--- src/rtl/fp_mult_pkg.sv ---
// Shared definitions for the FP multiplier rounding path.
// Contents: operand/result widths, the rounding-mode enum and the packed
// per-lane request bundle that is handed to the rounding unit.
package fp_mult_pkg;

   localparam int unsigned MANT_W = 24;
   localparam int unsigned EXP_W  = 10;
   localparam int unsigned RES_W  = 25;

   typedef enum logic [2:0] {
      RND_NE = 3'b000,  // nearest, ties to even
      RND_RZ = 3'b001,  // toward zero
      RND_RP = 3'b010,  // toward +inf
      RND_RM = 3'b011,  // toward -inf
      RND_NU = 3'b100,  // nearest, ties up
      RND_RA = 3'b101   // away from zero
   } round_set;

   typedef struct packed {
      logic [MANT_W-1:0] mantissa;
      logic              guard;
      logic              sticky;
      logic              sign;
      logic [EXP_W-1:0]  exp;
      logic [2:0]        round;
   } lane_req_t;

endpackage

--- src/rtl/round_share_arb_if.sv ---
// Bundle of lane request handshakes and the result handshake of round_share_arb.
// master: the side that drives lane requests and consumes results.
// slave : the arbiter itself.
interface round_share_arb_if;
   import fp_mult_pkg::*;

   logic                in0_valid, in0_ready;
   logic [MANT_W-1:0]   in0_mantissa;
   logic                in0_guard, in0_sticky, in0_sign;
   logic [EXP_W-1:0]    in0_exp;
   logic [2:0]          in0_round;

   logic                in1_valid, in1_ready;
   logic [MANT_W-1:0]   in1_mantissa;
   logic                in1_guard, in1_sticky, in1_sign;
   logic [EXP_W-1:0]    in1_exp;
   logic [2:0]          in1_round;

   logic                out_valid, out_ready, out_lane;
   logic [RES_W-1:0]    out_result;
   logic [EXP_W-1:0]    out_exp;
   logic                out_inexact, out_sign;
   logic [15:0]         stall_cnt;

   modport master (
      output in0_valid, in0_mantissa, in0_guard, in0_sticky, in0_sign, in0_exp, in0_round,
      output in1_valid, in1_mantissa, in1_guard, in1_sticky, in1_sign, in1_exp, in1_round,
      input  in0_ready, in1_ready,
      output out_ready,
      input  out_valid, out_lane, out_result, out_exp, out_inexact, out_sign, stall_cnt
   );

   modport slave (
      input  in0_valid, in0_mantissa, in0_guard, in0_sticky, in0_sign, in0_exp, in0_round,
      input  in1_valid, in1_mantissa, in1_guard, in1_sticky, in1_sign, in1_exp, in1_round,
      output in0_ready, in1_ready,
      input  out_ready,
      output out_valid, out_lane, out_result, out_exp, out_inexact, out_sign, stall_cnt
   );

endinterface

--- src/rtl/round_mult.sv ---
// Combinational IEEE-754 single-precision mantissa rounder.
// req     : mantissa, guard, sticky, sign, exponent and rounding mode
// result  : rounded mantissa; on carry-out it is {1, sum[24:1]}
// exp     : exponent, +1 on carry-out (modulo 2^EXP_W)
// inexact : guard | sticky
module round_mult
   import fp_mult_pkg::*;
(
   input  lane_req_t          req,
   output logic [RES_W-1:0]   result,
   output logic [EXP_W-1:0]   exp,
   output logic               inexact
);

   logic             inc;
   logic             lost;
   logic [RES_W-1:0] sum;

   assign lost = req.guard | req.sticky;

   always_comb begin
      inc = 1'b0;
      case (req.round)
         RND_RZ:  inc = 1'b0;
         RND_RP:  inc = !req.sign && lost;
         RND_RM:  inc = req.sign && lost;
         RND_NU:  inc = req.guard;
         RND_RA:  inc = lost;
         // 000 and the unused codes 110/111 all round to nearest-even
         default: inc = req.guard && (req.sticky || req.mantissa[0]);
      endcase
   end

   assign sum     = {1'b0, req.mantissa} + {{(RES_W-1){1'b0}}, inc};
   assign result  = sum[RES_W-1] ? {1'b1, sum[RES_W-1:1]} : sum;
   assign exp     = req.exp + {{(EXP_W-1){1'b0}}, sum[RES_W-1]};
   assign inexact = lost;

endmodule

--- src/rtl/round_share_arb.sv ---
// Two-lane arbiter in front of one shared rounding unit.
// clk, rst_n : clock and asynchronous active-low reset
// bus        : lane request handshakes, registered result with lane tag and
//              a saturating count of cycles in which some lane was stalled
// PRIO_FIXED : 0 = round-robin between lanes, 1 = lane 0 always wins
module round_share_arb
   import fp_mult_pkg::*;
#(
   parameter bit PRIO_FIXED = 1'b0
)
(
   input  logic             clk,
   input  logic             rst_n,
   round_share_arb_if.slave bus
);

   lane_req_t        req0, req1, req_sel;
   logic             grant, last_grant;
   logic             out_free, ready0, ready1, accept, stall;
   logic [RES_W-1:0] rnd_result;
   logic [EXP_W-1:0] rnd_exp;
   logic             rnd_inexact;

   logic             out_valid_q, out_lane_q, out_inexact_q, out_sign_q;
   logic [RES_W-1:0] out_result_q;
   logic [EXP_W-1:0] out_exp_q;
   logic [15:0]      stall_q;

   assign req0 = '{mantissa: bus.in0_mantissa, guard: bus.in0_guard, sticky: bus.in0_sticky,
                   sign: bus.in0_sign, exp: bus.in0_exp, round: bus.in0_round};
   assign req1 = '{mantissa: bus.in1_mantissa, guard: bus.in1_guard, sticky: bus.in1_sticky,
                   sign: bus.in1_sign, exp: bus.in1_exp, round: bus.in1_round};

   always_comb begin
      grant = 1'b0;
      if (bus.in0_valid && bus.in1_valid)
         grant = PRIO_FIXED ? 1'b0 : !last_grant;
      else if (bus.in1_valid)
         grant = 1'b1;
   end

   // rst_n gates ready so no lane sees a handshake while reset is held
   assign out_free = !out_valid_q || bus.out_ready;
   assign ready0   = rst_n && out_free && !grant && bus.in0_valid;
   assign ready1   = rst_n && out_free &&  grant && bus.in1_valid;
   assign accept   = ready0 || ready1;
   assign stall    = (bus.in0_valid && !ready0) || (bus.in1_valid && !ready1);
   assign req_sel  = grant ? req1 : req0;

   round_mult u_round (
      .req     (req_sel),
      .result  (rnd_result),
      .exp     (rnd_exp),
      .inexact (rnd_inexact)
   );

   always_ff @(posedge clk or negedge rst_n) begin
      if (!rst_n) begin
         out_valid_q   <= 1'b0;
         out_lane_q    <= 1'b0;
         out_result_q  <= '0;
         out_exp_q     <= '0;
         out_inexact_q <= 1'b0;
         out_sign_q    <= 1'b0;
         last_grant    <= 1'b1;
         stall_q       <= '0;
      end else begin
         if (accept) begin
            out_valid_q   <= 1'b1;
            out_lane_q    <= grant;
            out_result_q  <= rnd_result;
            out_exp_q     <= rnd_exp;
            out_inexact_q <= rnd_inexact;
            out_sign_q    <= req_sel.sign;
            last_grant    <= grant;
         end else if (bus.out_ready) begin
            out_valid_q   <= 1'b0;
         end
         if (stall && (stall_q != '1))
            stall_q <= stall_q + 16'd1;
      end
   end

   assign bus.in0_ready   = ready0;
   assign bus.in1_ready   = ready1;
   assign bus.out_valid   = out_valid_q;
   assign bus.out_lane    = out_lane_q;
   assign bus.out_result  = out_result_q;
   assign bus.out_exp     = out_exp_q;
   assign bus.out_inexact = out_inexact_q;
   assign bus.out_sign    = out_sign_q;
   assign bus.stall_cnt   = stall_q;

endmodule

--- src/flat_wrapper.sv ---
// flat-port wrapper written by rule: the top's interface ports become plain ports
module round_share_arb_flat import fp_mult_pkg::*;
#(
   parameter bit PRIO_FIXED = 1'b0
)
  (clk, rst_n, bus_in0_valid, bus_in0_mantissa, bus_in0_guard, bus_in0_sticky, bus_in0_sign, bus_in0_exp, bus_in0_round, bus_in1_valid, bus_in1_mantissa, bus_in1_guard, bus_in1_sticky, bus_in1_sign, bus_in1_exp, bus_in1_round, bus_in0_ready, bus_in1_ready, bus_out_ready, bus_out_valid, bus_out_lane, bus_out_result, bus_out_exp, bus_out_inexact, bus_out_sign, bus_stall_cnt);
  round_share_arb_if bus_i ();
  input  logic clk;
  input  logic rst_n;
  input wire logic [$bits(bus_i.in0_valid)-1:0] bus_in0_valid;
  input wire logic [$bits(bus_i.in0_mantissa)-1:0] bus_in0_mantissa;
  input wire logic [$bits(bus_i.in0_guard)-1:0] bus_in0_guard;
  input wire logic [$bits(bus_i.in0_sticky)-1:0] bus_in0_sticky;
  input wire logic [$bits(bus_i.in0_sign)-1:0] bus_in0_sign;
  input wire logic [$bits(bus_i.in0_exp)-1:0] bus_in0_exp;
  input wire logic [$bits(bus_i.in0_round)-1:0] bus_in0_round;
  input wire logic [$bits(bus_i.in1_valid)-1:0] bus_in1_valid;
  input wire logic [$bits(bus_i.in1_mantissa)-1:0] bus_in1_mantissa;
  input wire logic [$bits(bus_i.in1_guard)-1:0] bus_in1_guard;
  input wire logic [$bits(bus_i.in1_sticky)-1:0] bus_in1_sticky;
  input wire logic [$bits(bus_i.in1_sign)-1:0] bus_in1_sign;
  input wire logic [$bits(bus_i.in1_exp)-1:0] bus_in1_exp;
  input wire logic [$bits(bus_i.in1_round)-1:0] bus_in1_round;
  output wire logic [$bits(bus_i.in0_ready)-1:0] bus_in0_ready;
  output wire logic [$bits(bus_i.in1_ready)-1:0] bus_in1_ready;
  input wire logic [$bits(bus_i.out_ready)-1:0] bus_out_ready;
  output wire logic [$bits(bus_i.out_valid)-1:0] bus_out_valid;
  output wire logic [$bits(bus_i.out_lane)-1:0] bus_out_lane;
  output wire logic [$bits(bus_i.out_result)-1:0] bus_out_result;
  output wire logic [$bits(bus_i.out_exp)-1:0] bus_out_exp;
  output wire logic [$bits(bus_i.out_inexact)-1:0] bus_out_inexact;
  output wire logic [$bits(bus_i.out_sign)-1:0] bus_out_sign;
  output wire logic [$bits(bus_i.stall_cnt)-1:0] bus_stall_cnt;
  assign bus_i.in0_valid = bus_in0_valid;
  assign bus_i.in0_mantissa = bus_in0_mantissa;
  assign bus_i.in0_guard = bus_in0_guard;
  assign bus_i.in0_sticky = bus_in0_sticky;
  assign bus_i.in0_sign = bus_in0_sign;
  assign bus_i.in0_exp = bus_in0_exp;
  assign bus_i.in0_round = bus_in0_round;
  assign bus_i.in1_valid = bus_in1_valid;
  assign bus_i.in1_mantissa = bus_in1_mantissa;
  assign bus_i.in1_guard = bus_in1_guard;
  assign bus_i.in1_sticky = bus_in1_sticky;
  assign bus_i.in1_sign = bus_in1_sign;
  assign bus_i.in1_exp = bus_in1_exp;
  assign bus_i.in1_round = bus_in1_round;
  assign bus_in0_ready = bus_i.in0_ready;
  assign bus_in1_ready = bus_i.in1_ready;
  assign bus_i.out_ready = bus_out_ready;
  assign bus_out_valid = bus_i.out_valid;
  assign bus_out_lane = bus_i.out_lane;
  assign bus_out_result = bus_i.out_result;
  assign bus_out_exp = bus_i.out_exp;
  assign bus_out_inexact = bus_i.out_inexact;
  assign bus_out_sign = bus_i.out_sign;
  assign bus_stall_cnt = bus_i.stall_cnt;
  round_share_arb #(.PRIO_FIXED(PRIO_FIXED)) u_core (.clk(clk), .rst_n(rst_n), .bus(bus_i));
endmodule
--- config.mk ---
export PLATFORM = sky130hd
export DESIGN_NAME = round_share_arb_flat
export DESIGN_NICKNAME = d
export VERILOG_FILES = /design/src/rtl/fp_mult_pkg.sv /design/src/rtl/round_share_arb_if.sv /design/src/rtl/round_mult.sv /design/src/rtl/round_share_arb.sv /design/src/flat_wrapper.sv
export SDC_FILE = /design/constraint.sdc
export NUM_CORES = 1
export LEC_CHECK = 0
export ABC_AREA = 1
export CAP_MARGIN = 5
export CORE_MARGIN = 3
export CORE_UTILIZATION = 50
export CTS_BUF_LIST = sky130_fd_sc_hd__clkbuf_4 sky130_fd_sc_hd__clkbuf_8 sky130_fd_sc_hd__clkbuf_16
export CTS_CLUSTER_SIZE = 16
export DETAILED_ROUTE_END_ITERATION = 16
export PLACE_DENSITY = 0.95
export SLEW_MARGIN = 0
export SYNTH_ARGS = -nofsm -noshare
export SYNTH_HDL_FRONTEND = slang
export SYNTH_HIERARCHICAL = 1
export SYNTH_SLANG_ARGS = --single-unit
--- constraint.sdc ---
create_clock -name clk -period 5.63 [get_ports clk]
set_clock_uncertainty 0.1 [all_clocks]
set_input_delay 1.4075 -clock clk [delete_from_list [all_inputs] [get_ports clk]]
set_output_delay 1.4075 -clock clk [all_outputs]
set_load 0.03 [all_outputs]
==> impl_metrics.json <==
{
  "avgRoutedWirePerCell_um": 13.2,
  "cts_num_sinks": 56,
  "portBuffers": 141,
  "totalPowerFinal_mw": 1.54,
  "arrival_ps": 5360,
  "area_delta_synth_final_pct": 39.3,
  "grt_antenna_before_repair": 0,
  "drive_gt1_frac": 0.0879,
  "io_pins": 142,
  "synth.largest_area_cell": "nand2_1",
  "leakage_nw": 3.01,
  "clk_pin_slew_ps": 90,
  "worstSetupEndpointType": "flop",
  "dr.pass1.iters": 5,
  "rows": 32,
  "finalWirelength_um": 12200,
  "grt_pass1_wl_um": 20200,
  "syn_area_um2": 4240,
  "place.gp.congestion": 0.943,
  "cpMaxStageDelayCell": "clkdlybuf4s50_1",
  "grt_overflow": 0,
  "clock_latency_ps": 310,
  "fin_area_um2": 5910,
  "critPathMaxStageDelay_ps": 500,
  "vias": 4748,
  "path_max_fanout": 13,
  "grt_start_max_net_pins": 40,
  "cts_buffers": 5,
  "viasPerCell": 5.16,
  "grt_pass1_vias": 4672,
  "place_area_um2": 5740,
  "rsz0062_at_grt": "false",
  "yosysWarnings": 6,
  "max_slew.worst_pin.slew_ps": 653,
  "core_area_um2": 7970,
  "worstSetupPathType": "in -> reg",
  "grt_usage": 0.249,
  "htree_levels": 2,
  "hold_class": "reg -> reg",
  "crit_path_frequent_cell": "nand2_1",
  "maxCapViolations": 0,
  "ys_ff_latch": 56,
  "maxSlewViolCount": 0,
  "postCtsHoldBufs": 0,
  "initial_core_util": 0.533,
  "finalSetupViolations": 0,
  "synth_cell_types": 36,
  "outcome": "finished, final reports clean",
  "ys_top_cells_by_area": "nand2_1 33%, dfrtp_1 32%, nor2_1 4.2%",
  "avgSynthCellArea_um2": 6.29,
  "cts_tree": "built",
  "clk_path_buf_depth": 2,
  "ys_seq_area_frac": 0.331,
  "drc": 0,
  "chipHeight_um": 98.1,
  "crit_required_ps": 5730,
  "drtIter0Drc": 211,
  "rrSetupSlack_ps": 1450,
  "dieArea_um2": 9630,
  "relSlewSlack": 0.564,
  "cts-root-buf": "clkbuf_8",
  "yosysTopAreaCellShare": 0.329,
  "min_period_over_period": 0.934,
  "synth_fp_nets": 765,
  "fillers": 623,
  "hold_violations": 0,
  "die_x_um": 98.1,
  "hpwl_um": 9770,
  "num_antenna_cells": 0,
  "ant_nets": 0,
  "start_kind": "input pin",
  "fmax_mhz": 190,
  "pwr_density_cell_nw_per_um2": 261,
  "fin_crit_ps": 5260,
  "nets": 908,
  "vdd_drop_max_uv": 170,
  "synthCells": 675
}
[worst paths after layout]
path | start | end | cells after the start
worst min register to register | u_core/last_grant | u_core/last_grant | 2
worst min-delay path | u_core/last_grant | u_core/last_grant | 2
worst max register to register | u_core/last_grant | u_core/bus.out_exp[7] | 30
min in group asynchronous | rst_n | u_core/bus.out_result[24] | 2
max in group asynchronous | rst_n | u_core/last_grant | 2
worst max-delay path | bus_in0_valid | u_core/bus.out_exp[7] | 31
[through the flow]
step | utilization | TNS (ps) | setup WS [ps] | hold WS, ps | std cells
floorplan | - | 0 | 1080 | 344 | 675
global placement | 0.720 | 0 | 367 | 356 | 906
detailed placement | 0.720 | -27.4 | -27.4 | 359 | 906
CTS | 0.734 | 0 | 264 | 377 | 914
global route | 0.742 | 0 | 18.8 | 408 | 921
finish | 0.742 | 0 | 370 | 376 | 921
[timing repair]
action | in CTS | in global routing
gates resized for setup | 0 | 3
endpoints found under the setup margin | 0 | 3
buffers inserted | 0 | 7
[logic make-up after synthesis]
| kind of cell | count (synthesis) | share of synthesized area |
|---|---|---|
| xor gates and xnor gates | 20 | 0.0413 |
| AOI/OAI and AO/OA | 17 | 0.0215 |
| adders and majority gates | 5 | 0.0147 |
| buffers and inverters | 65 | 0.0658 |
| DFF | 56 | 0.331 |
| and+or+nand+nor | 512 | 0.526 |
[report_power, final]
group	leakage, nW	switching, mW	total [mW]	internal, mW
clock network	0.0586	0.127	0.265	0.137
logic	2.24	0.428	0.727	0.299
registers	0.713	0.0703	0.553	0.483
[state kept, by name, indices dropped and copies added, names as in the netlist]
register / cells
u_core/bus.stall_cnt: 16
u_core/last_grant: 1
u_core/bus.out_result: 25
u_core/bus.out_sign: 1
u_core/bus.out_inexact: 1
u_core/bus.out_valid: 1
u_core/bus.out_exp: 10
u_core/bus.out_lane: 1
[layout by cell type, fill, tap and decap left out, drive strengths merged]
master and count:
nand3b 9, o21a 1, dfstp 1, o21ai 10
clkbuf 6, inv 45, nand4 7, bufinv 1
nor2 65, clkinv 1, buf 15, xnor2 9
o211ai 1, nor3 4, ha 5, or2 2
a31oi 1, clkinvlp 1, nand2 386, nand3 39
xor2 11, a21oi 4, clkdlybuf4s50 140, dfrtp 55
[cells in the mapped netlist, drive strengths merged]
master,n
clkbuf,6
nor2,65
nand4,7
o211ai,1
o21a,1
nor3,4
inv,46
ha,5
nand2,386
o21ai,10
or2,2
buf,13
a21oi,4
dfstp,1
nand3,39
nand3b,9
xnor2,9
a31oi,1
xor2,11
dfrtp,55
[worst max-delay path, delay by kind of cell]
family / cells / cell delay (ps)
buf+inv: 6 / 1040
simple gates: 20 / 2040
compound gates: 2 / 260
fa+ha+maj: 3 / 630
[final cells by class]
type                            count  area (um2)  share of cell area
Multi-Input combinational cell    554        2580               0.436
Timing Repair Buffer              155        1510               0.256
Sequential cell                    56        1400               0.237
Inverter                           46         179              0.0303
Tap cell                          102         128              0.0216
Clock buffer                        6        76.3              0.0129
Clock inverter                      2        35.0             0.00593
[routing by layer]
layer	global-route usage	part of all wire
met2	0.461	0.53
met1	0.279	0.38
met3	0.0457	0.066
met5	0	0
met4	0.100	0.027
No activity file was read; power rests on OpenSTA's default activity.
